[src/rtl/jpeg_cone_pkg.sv]
// Shared types and cone functions for the pipelined JPEG timing cone.
package jpeg_cone_pkg;

    localparam int unsigned MAX_DEPTH = 4;
    localparam int unsigned MAX_LANES = 64;

    typedef logic [MAX_LANES-1:0] lane_vec_t;

    // First half of the cone, registered in stage 0 when DEPTH > 1
    function automatic lane_vec_t cone_partial(input lane_vec_t a, input lane_vec_t b,
                                               input lane_vec_t c);
        return (~c ^ b) | ~a;
    endfunction

    // Full cone: y = ((~c ^ b) | ~a) & d & ~e
    function automatic lane_vec_t cone_eval(input lane_vec_t a, input lane_vec_t b,
                                            input lane_vec_t c, input lane_vec_t d,
                                            input lane_vec_t e);
        return cone_partial(a, b, c) & d & ~e;
    endfunction

endpackage

[src/rtl/jpeg_cone_stage.sv]
// One elastic register stage: valid/ready handshake, combinational ready pass-through.
module jpeg_cone_stage
    import jpeg_cone_pkg::*;
#(
    parameter int unsigned W = 1
) (
    input  logic         clk,
    input  logic         rst_n,
    input  logic         i_valid,
    output logic         i_ready,
    input  logic [W-1:0] i_data,
    output logic         o_valid,
    input  logic         o_ready,
    output logic [W-1:0] o_data
);

    assign i_ready = ~o_valid | o_ready;

    // Valid follows the upstream valid whenever the slot can move; data loads only on transfer
    always_ff @(posedge clk or negedge rst_n) begin
        if (!rst_n) begin
            o_valid <= 1'b0;
            o_data  <= '0;
        end else begin
            if (i_ready) begin
                o_valid <= i_valid;
            end
            if (i_valid && i_ready) begin
                o_data <= i_data;
            end
        end
    end

endmodule

[src/rtl/jpeg_cone_pipe.sv]
// Pipelined LANES-wide JPEG timing cone built from DEPTH elastic stages.
// Optional saturating hit counter enabled by defining JPEG_CONE_STATS_EN.
module jpeg_cone_pipe
    import jpeg_cone_pkg::*;
#(
    parameter int unsigned LANES = 4,
    parameter int unsigned DEPTH = 2,
    parameter int unsigned CNT_W = 16
) (
    input  logic             clk,
    input  logic             rst_n,
    input  logic [LANES-1:0] in_a,
    input  logic [LANES-1:0] in_b,
    input  logic [LANES-1:0] in_c,
    input  logic [LANES-1:0] in_d,
    input  logic [LANES-1:0] in_e,
    input  logic             in_valid,
    output logic             in_ready,
    output logic [LANES-1:0] out_y,
    output logic             out_valid,
    input  logic             out_ready,
    input  logic             cnt_clr,
    output logic [CNT_W-1:0] hit_cnt
);

    localparam int unsigned PW = 3 * LANES;

    if (DEPTH == 1) begin : g_single
        logic [LANES-1:0] y_next;

        assign y_next = LANES'(cone_eval(lane_vec_t'(in_a), lane_vec_t'(in_b), lane_vec_t'(in_c),
                                         lane_vec_t'(in_d), lane_vec_t'(in_e)));

        jpeg_cone_stage #(.W(LANES)) u_final (
            .clk     (clk),
            .rst_n   (rst_n),
            .i_valid (in_valid),
            .i_ready (in_ready),
            .i_data  (y_next),
            .o_valid (out_valid),
            .o_ready (out_ready),
            .o_data  (out_y)
        );
    end else begin : g_multi
        // Element k is the input side of stage k; element 0 is the block input
        logic          sv [DEPTH];
        logic          sr [DEPTH];
        logic [PW-1:0] sd [DEPTH];
        logic [PW-1:0] tail;
        logic [LANES-1:0] y_next;

        assign sv[0]    = in_valid;
        assign in_ready = sr[0];
        assign sd[0]    = {LANES'(cone_partial(lane_vec_t'(in_a), lane_vec_t'(in_b),
                                               lane_vec_t'(in_c))), in_d, ~in_e};

        for (genvar k = 0; k < DEPTH - 1; k++) begin : g_mid
            jpeg_cone_stage #(.W(PW)) u_mid (
                .clk     (clk),
                .rst_n   (rst_n),
                .i_valid (sv[k]),
                .i_ready (sr[k]),
                .i_data  (sd[k]),
                .o_valid (sv[k+1]),
                .o_ready (sr[k+1]),
                .o_data  (sd[k+1])
            );
        end

        // Finish the cone from the carried {p, d, ~e} triple
        assign tail   = sd[DEPTH-1];
        assign y_next = tail[3*LANES-1:2*LANES] & tail[2*LANES-1:LANES] & tail[LANES-1:0];

        jpeg_cone_stage #(.W(LANES)) u_final (
            .clk     (clk),
            .rst_n   (rst_n),
            .i_valid (sv[DEPTH-1]),
            .i_ready (sr[DEPTH-1]),
            .i_data  (y_next),
            .o_valid (out_valid),
            .o_ready (out_ready),
            .o_data  (out_y)
        );
    end

`ifdef JPEG_CONE_STATS_EN
    localparam int unsigned SUM_W = CNT_W + LANES;

    logic [SUM_W-1:0] pop_y;
    logic [SUM_W-1:0] sum;
    logic [CNT_W-1:0] hit_q;

    // Popcount of the output beat and the unsaturated running sum
    always_comb begin
        pop_y = '0;
        for (int unsigned i = 0; i < LANES; i++) begin
            pop_y = pop_y + SUM_W'(out_y[i]);
        end
        sum = SUM_W'(hit_q) + pop_y;
    end

    // Saturating tally of accepted 1-bits; clear wins over a same-edge transfer
    always_ff @(posedge clk or negedge rst_n) begin
        if (!rst_n) begin
            hit_q <= '0;
        end else if (cnt_clr) begin
            hit_q <= '0;
        end else if (out_valid && out_ready) begin
            hit_q <= (sum > SUM_W'({CNT_W{1'b1}})) ? '1 : sum[CNT_W-1:0];
        end
    end

    assign hit_cnt = hit_q;
`else
    logic unused_cnt_clr;

    assign unused_cnt_clr = cnt_clr;
    assign hit_cnt        = '0;
`endif

endmodule
[config.mk]
export PLATFORM = sky130hd
export DESIGN_NAME = jpeg_cone_pipe
export DESIGN_NICKNAME = d
export VERILOG_FILES = /design/src/rtl/jpeg_cone_pkg.sv /design/src/rtl/jpeg_cone_stage.sv /design/src/rtl/jpeg_cone_pipe.sv
export SDC_FILE = /design/constraint.sdc
export NUM_CORES = 1
export LEC_CHECK = 0
export CORE_ASPECT_RATIO = 1.4
export CORE_UTILIZATION = 35
export CTS_CLUSTER_DIAMETER = 50
export CTS_CLUSTER_SIZE = 25
export DETAILED_ROUTE_END_ITERATION = 8
export PLACE_DENSITY = 0.74
export SLEW_MARGIN = 10
export SYNTH_ARGS = -nofsm -noshare
export SYNTH_HDL_FRONTEND = slang
export SYNTH_SLANG_ARGS = --single-unit
[constraint.sdc]
create_clock -name clk -period 1 [get_ports clk]
set_input_delay 0.15 -clock clk [delete_from_list [all_inputs] [get_ports clk]]
set_output_delay 0.15 -clock clk [all_outputs]
set_load 0.005 [all_outputs]
==> results of run 1 <==
## worst max-delay path, stage by stage, from the launching register on
cell      delay [ns]
dfrtp_1         0.40
buf_6           0.12
nand3b_4        0.09
buf_6           0.13
nand2_8         0.07
mux2_4          0.31
## per-stage QoR
stage	setup TNS, ns	std cells	hold WS (ns)	utilization, %
global route	-4.276	154	0.2066	53.97
finish	-3.471	154	0.1922	53.97
global placement	-5.936	143	0.4883	48.90
CTS	-3.044	153	0.1903	52.87
floorplan	-0.4271	90	-0.1456	-
detailed placement	-6.186	143	0.4908	48.90
## power breakdown
group          switching [W]  leakage, nW  total (W)  internal, W
Clock               0.000216       0.0210   0.000438     0.000221
Sequential         0.0000692        0.206   0.000907     0.000838
Combinational       0.000209        0.431   0.000570     0.000361
## sequential cells by signal (all words and copies together), names as in the netlist
name                         count
g_multi.g_mid.u_mid.o_data      12
g_multi.g_mid.u_mid.o_valid      1
g_multi.u_final.o_data           4
g_multi.u_final.o_valid          1
## final cells by class
class,instances,share of cell area [%]
timing repair buffer,42,27.57
tap,36,3.191
clock buffer,4,2.571
sequential,18,31.91
inverter,2,0.5319
multi-input combinational,52,34.22
## metal layers
layer | global-route usage [%] | share of wire, % | up-vias | wire length (um)
met2 | 24.47 | 54 | 31 | 994
met5 | 0 | 0 | - | 0
met1 | 15.30 | 37 | 330 | 678
li1 | - | - | 313 | -
met4 | 8.456 | 3.5 | 0 | 64
met3 | 3.107 | 5.5 | 4 | 101
## placed cells by master, fill, tap and decap left out, types with 3 or more instances in the layout
cell,Yosys,layout
conb_1,1,16
clkbuf_4,0,3
buf_6,2,5
clkdlybuf4s50_1,0,23
buf_4,16,7
a41oi_2,4,4
and3_1,4,4
mux2_4,4,8
dfrtp_1,18,18
xor2_1,4,4
buf_2,0,5
a21oi_2,1,4
## worst paths after layout
kind / from / to / slack (ns) / cells after the start
hold reg to reg: g_multi.g_mid[0].u_mid.o_data[6] / g_multi.g_mid[0].u_mid.o_data[6] / 0.52 / 1
hold / removal: rst_n / g_multi.g_mid[0].u_mid.o_data[3] / 0.19 / 2
min in group clk: in_e[2] / g_multi.g_mid[0].u_mid.o_data[2] / 0.43 / 2
setup / recovery: g_multi.u_final.o_valid / g_multi.g_mid[0].u_mid.o_data[7] / -0.23 / 5
setup reg to reg: g_multi.u_final.o_valid / g_multi.g_mid[0].u_mid.o_data[7] / -0.23 / 5
max in group asynchronous: rst_n / g_multi.g_mid[0].u_mid.o_data[4] / 0.68 / 2
## what timing repair did
item / in CTS / in global routing
hold buffers: 0 / 0
resized for setup: 32 / 6
pin swaps: 5 / 1
buffers inserted: 7 / 1
endpoints found under the setup margin: 20 / 19
## cells by family after synthesis
kind of cell | count (synthesis)
buffers and inverters | 20
DFF | 18
muxes | 10
AOI/OAI and AO/OA | 12
xor gates and xnor gates | 4
and+or+nand+nor | 10
other | 1
==> flow_metrics.env, run 1 <==
export IMPL_outcome="complete, but fails checks"
export IMPL_violations="setup timing"
export IMPL_finalNetCount=144
export IMPL_cp_data_required_time_ns=1.18
export IMPL_clk_latency_ns=0.28
export IMPL_vias_per_cell=4.403
export IMPL_dp_slack_ns=-0.4961
export IMPL_ys_warn_count=0
export IMPL_crit_type="reg2reg"
export IMPL_hold_class="in2async"
export IMPL_die_x_um=46.14
export IMPL_fin_area_um2=1411
export IMPL_synth_xor_area_share_pct=3.670
export IMPL_cts_root_buf="clkbuf_4"
export IMPL_die_area_um2=2944
export IMPL_clockBufferDepth=2
export IMPL_cts_tree="built"
export IMPL_final_antenna_net_count=0
export IMPL_fin_skew_ns=0.002839
export IMPL_wirelength_um=1838
export IMPL_grt_max_degree=19
export IMPL_synth_top_cell_area_share_pct=47.18
export IMPL_muxShareOfSynthArea_pct=13.11
export IMPL_synth_top_flop_cell="dfrtp_1"
export IMPL_grt_overflow_total=0
export IMPL_multiInputGateArea_um2=483.0
export IMPL_syn_area_per_cell_um2=12.73
export IMPL_start_util_pct=36.51
export IMPL_synth_cell_types=18
export IMPL_first_iter_violations=4
export IMPL_rows=22
export IMPL_ys_seq_elements=18
export IMPL_synthesis_instances=75
export IMPL_vias=678
export IMPL_synth_compound_area_share_pct=11.66
export IMPL_irDropWorstVdd_mv=0.8457
export IMPL_grtUsageTotal_pct=14.37
export IMPL_critPathMaxFanout=6
export IMPL_fin_crit_ns=1.228
export IMPL_place_area_um2=1279
export IMPL_max_cap_viol_count=0
export IMPL_async_flop_share_pct=100.0
export IMPL_die_y_um=63.80
export IMPL_pwr_density_cell_nw_per_um2=1357
export IMPL_setup_violations=19
export IMPL_synth_area_top_cells="dfrtp_1, buf_4, a41oi_2, mux2_4, mux2_2"
export IMPL_cts_buffers=3
export IMPL_drc=0
export IMPL_pin_count=47
export IMPL_ys_seq_area_share_pct=47.18
export IMPL_nFillCells=236
export IMPL_yosysMostFrequentCell="dfrtp_1"
export IMPL_antenna_found_initial=0
export IMPL_syn_area_um2=954.7
export IMPL_synth_adder_area_share_pct=0
export IMPL_maxSlewViolCount=0
export IMPL_cp_data_arrival_time_ns=1.41
export IMPL_wl_per_cell_um=11.94
export IMPL_dpl_hpwl_um=1332
export IMPL_drtPass1Iterations=3
export IMPL_max_freq_mhz=814.1
export IMPL_p_leak_nw=0.6576
export IMPL_numPortBuffers=29
export IMPL_grt_pass1_vias=712
export IMPL_clkTransAtPathRegs_ns=0.10
export IMPL_grt_first_pass_wirelength_um=3077
export IMPL_htree_levels=1
export IMPL_synth_top_family_by_area="buffers and inverters"
export IMPL_worstSetupEndpointType="flop"
export IMPL_crit_path_start_kind="flop"
export IMPL_rsz0062_at_grt="yes"
export IMPL_hold_violations=0
export IMPL_p_total_w=0.001915
export IMPL_drive_gt1_share_pct=38.14
export IMPL_areaGrowthSynthToFinish_pct=47.84
export IMPL_synth_edf_count=0
export IMPL_clock_sinks=18
export IMPL_seq_area_um2=450.4
export IMPL_yosys_area_share_simple_pct=8.257
export IMPL_gp_congestion=0.7409
export IMPL_final_setup_worst_slack_ns=-0.2283
export IMPL_period_share_pct=122.8
export IMPL_synth_top_cell_by_area="dfrtp_1"
export IMPL_core_um2=2615
export IMPL_synth_commonest_cells="dfrtp_1, buf_4, a21oi_1"
export IMPL_num_antenna_cells=0
Power figures use the tool's default switching activity.
==> run 2: changes to the inputs <==
--- a/config.mk
+++ b/config.mk
@@ -7,9 +7,11 @@
 export LEC_CHECK = 0
 export CORE_ASPECT_RATIO = 1.4
 export CORE_UTILIZATION = 35
+export CTS_BUF_LIST = sky130_fd_sc_hd__clkbuf_16
 export CTS_CLUSTER_DIAMETER = 50
 export CTS_CLUSTER_SIZE = 25
 export DETAILED_ROUTE_END_ITERATION = 8
+export GPL_ROUTABILITY_DRIVEN = 0
 export PLACE_DENSITY = 0.74
 export SLEW_MARGIN = 10
 export SYNTH_ARGS = -nofsm -noshare
==> run 2 against run 1 <==
Net effect: the flow still finishes with violations (setup timing); die area unchanged; final cell count unchanged; clock-buffer cell count down 1; flip-flop and latch count unchanged; total power up 19%.
==> flow_metrics.env, run 2 (same netlist as run 1, synthesis figures left out) <==
export IMPL_setup_violations=19
export IMPL_grt_first_pass_wirelength_um=2925
export IMPL_critPathMaxFanout=6
export IMPL_pin_count=47
export IMPL_clk_latency_ns=0.25
export IMPL_crit_family="flip-flops"
export IMPL_dp_cells=143
export IMPL_nFillCells=227
export IMPL_first_iter_violations=6
export IMPL_max_freq_mhz=830.3
export IMPL_grt_overflow_total=0
export IMPL_vias=665
export IMPL_dp_slack_ns=-0.4961
export IMPL_final_setup_worst_slack_ns=-0.2044
export IMPL_htree_levels=1
export IMPL_period_share_pct=120.4
export IMPL_slowest_stage="dfrtp_1"
export IMPL_clockBufferDepth=2
export IMPL_antenna_found_initial=0
export IMPL_numPortBuffers=29
export IMPL_hold_violations=0
export IMPL_final_antenna_net_count=0
export IMPL_dpl_hpwl_um=1332
export IMPL_start_util_pct=36.51
export IMPL_crit_path_start_kind="flop"
export IMPL_crit_type="reg2reg"
export IMPL_die_y_um=63.80
export IMPL_core_um2=2615
export IMPL_rsz0062_at_grt="yes"
export IMPL_worstSetupEndpointType="flop"
export IMPL_reg_top3="g_multi.g_mid.u_mid.o_data (12), g_multi.u_final.o_data (4)"
export IMPL_die_x_um=46.14
export IMPL_pwr_density_cell_nw_per_um2=1559
export IMPL_p_leak_nw=0.6745
export IMPL_stdcell_count=154
export IMPL_grtUsageTotal_pct=13.88
export IMPL_cp_data_arrival_time_ns=1.34
export IMPL_maxSlewViolCount=0
export IMPL_wirelength_um=1765
export IMPL_grt_max_degree=19
export IMPL_cts_root_buf="clkbuf_16"
export IMPL_finalNetCount=144
export IMPL_drive_gt1_share_pct=34.75
export IMPL_irDropWorstVdd_mv=0.9347
export IMPL_wl_per_cell_um=11.46
export IMPL_rows=22
export IMPL_critPathMaxStageDelay_ns=0.38
export IMPL_fin_crit_ns=1.204
export IMPL_die_area_um2=2944
export IMPL_areaGrowthSynthToFinish_pct=52.95
export IMPL_cp_data_required_time_ns=1.13
export IMPL_clock_sinks=18
export IMPL_clkTransAtPathRegs_ns=0.05
export IMPL_place_area_um2=1279
export IMPL_drc=0
export IMPL_violations="setup timing"
export IMPL_drtPass1Iterations=4
export IMPL_layout_common_cells="clkdlybuf4s50_1, dfrtp_1, conb_1"
export IMPL_vias_per_cell=4.318
export IMPL_cts_hold_buf=0
export IMPL_hold_class="in2async"
export IMPL_crit_top_cell="buf_6"
export IMPL_fin_util_pct=55.84
export IMPL_outcome="complete, but fails checks"
export IMPL_path_cells="buf_6 -> nand3b_4 -> buf_6 -> nand2_8 -> mux2_4"
export IMPL_num_antenna_cells=0
export IMPL_grt_pass1_vias=676
export IMPL_regMostFlops="g_multi.g_mid.u_mid.o_data"
export IMPL_fin_area_um2=1460
export IMPL_cts_buffers=3
export IMPL_layout_commonest_cell="clkdlybuf4s50_1"
export IMPL_cts_tree="built"
export IMPL_fin_skew_ns=0.001103
export IMPL_largest_register_ffs=12
export IMPL_worst_path_buf_inv=2
export IMPL_max_cap_viol_count=0
-- run 2: cell count changes in the layout (fill, tap and decap cells not counted), sizes merged --
cell,before,now
clkinv,0,1
clkdlybuf4s15,0,3
buf,18,14
-- run 2: repair_timing --
item / in CTS / in global routing
resized for setup: 21 / 8
setup buffers: 6 / 1
setup endpoints to repair: 20 / 20
pin swaps: 6 / 1
-- run 2: report_power, final --
group	switching (W)	total (W)	internal, W	leakage, nW
clock network	0.000259	0.000790	0.000531	0.0385
logic	0.000203	0.000578	0.000375	0.430
registers	0.0000665	0.000908	0.000841	0.206
-- run 2: final cells by class --
type	count	area, um2	share of cell area, %
inverter	2	7.507	0.5141
clock inverter	1	3.754	0.2571
multi-input combinational	52	467.9	32.05
timing repair buffer	42	410.4	28.11
sequential	18	450.4	30.85
tap	36	45.04	3.085
clock buffer	3	75.07	5.141
-- run 2: through the flow --
step                power, W  TNS [ns]  hold WS, ns
floorplan           0.001204   -0.4271      -0.1456
global placement    0.001403    -5.936       0.4883
detailed placement  0.001426    -6.186       0.4908
CTS                 0.002283    -2.956       0.2436
global route        0.002378    -3.263       0.2698
finish              0.002277    -2.359       0.2412
-- run 2: final timing paths --
check / slack (ns) / endpoint / startpoint / cells past startpoint
worst max-delay path: -0.20 / g_multi.g_mid[0].u_mid.o_data[7] / g_multi.u_final.o_valid / 5
min in group clk: 0.47 / g_multi.g_mid[0].u_mid.o_data[2] / in_e[2] / 2
worst min-delay path: 0.24 / g_multi.g_mid[0].u_mid.o_data[0] / rst_n / 2
worst min register to register: 0.52 / g_multi.g_mid[0].u_mid.o_data[5] / g_multi.g_mid[0].u_mid.o_data[5] / 1
max in group asynchronous: 0.63 / g_multi.g_mid[0].u_mid.o_data[6] / rst_n / 2
worst max register to register: -0.20 / g_multi.g_mid[0].u_mid.o_data[7] / g_multi.u_final.o_valid / 5
-- run 2: routing by layer --
metal / part of all wire [%] / wire, um / track usage (%)
met3: 5.0 / 88 / 1.695
met4: 3.0 / 53 / 8.824
met2: 53 / 939 / 23.06
met1: 39 / 684 / 15.88
met5: 0 / 0 / 0
-- run 2: worst reg2reg max path, stage by stage, from the launching register on --
cell	delay, ns
dfrtp_1	0.38
buf_6	0.12
nand3b_4	0.07
buf_6	0.13
nand2_8	0.08
mux2_4	0.31
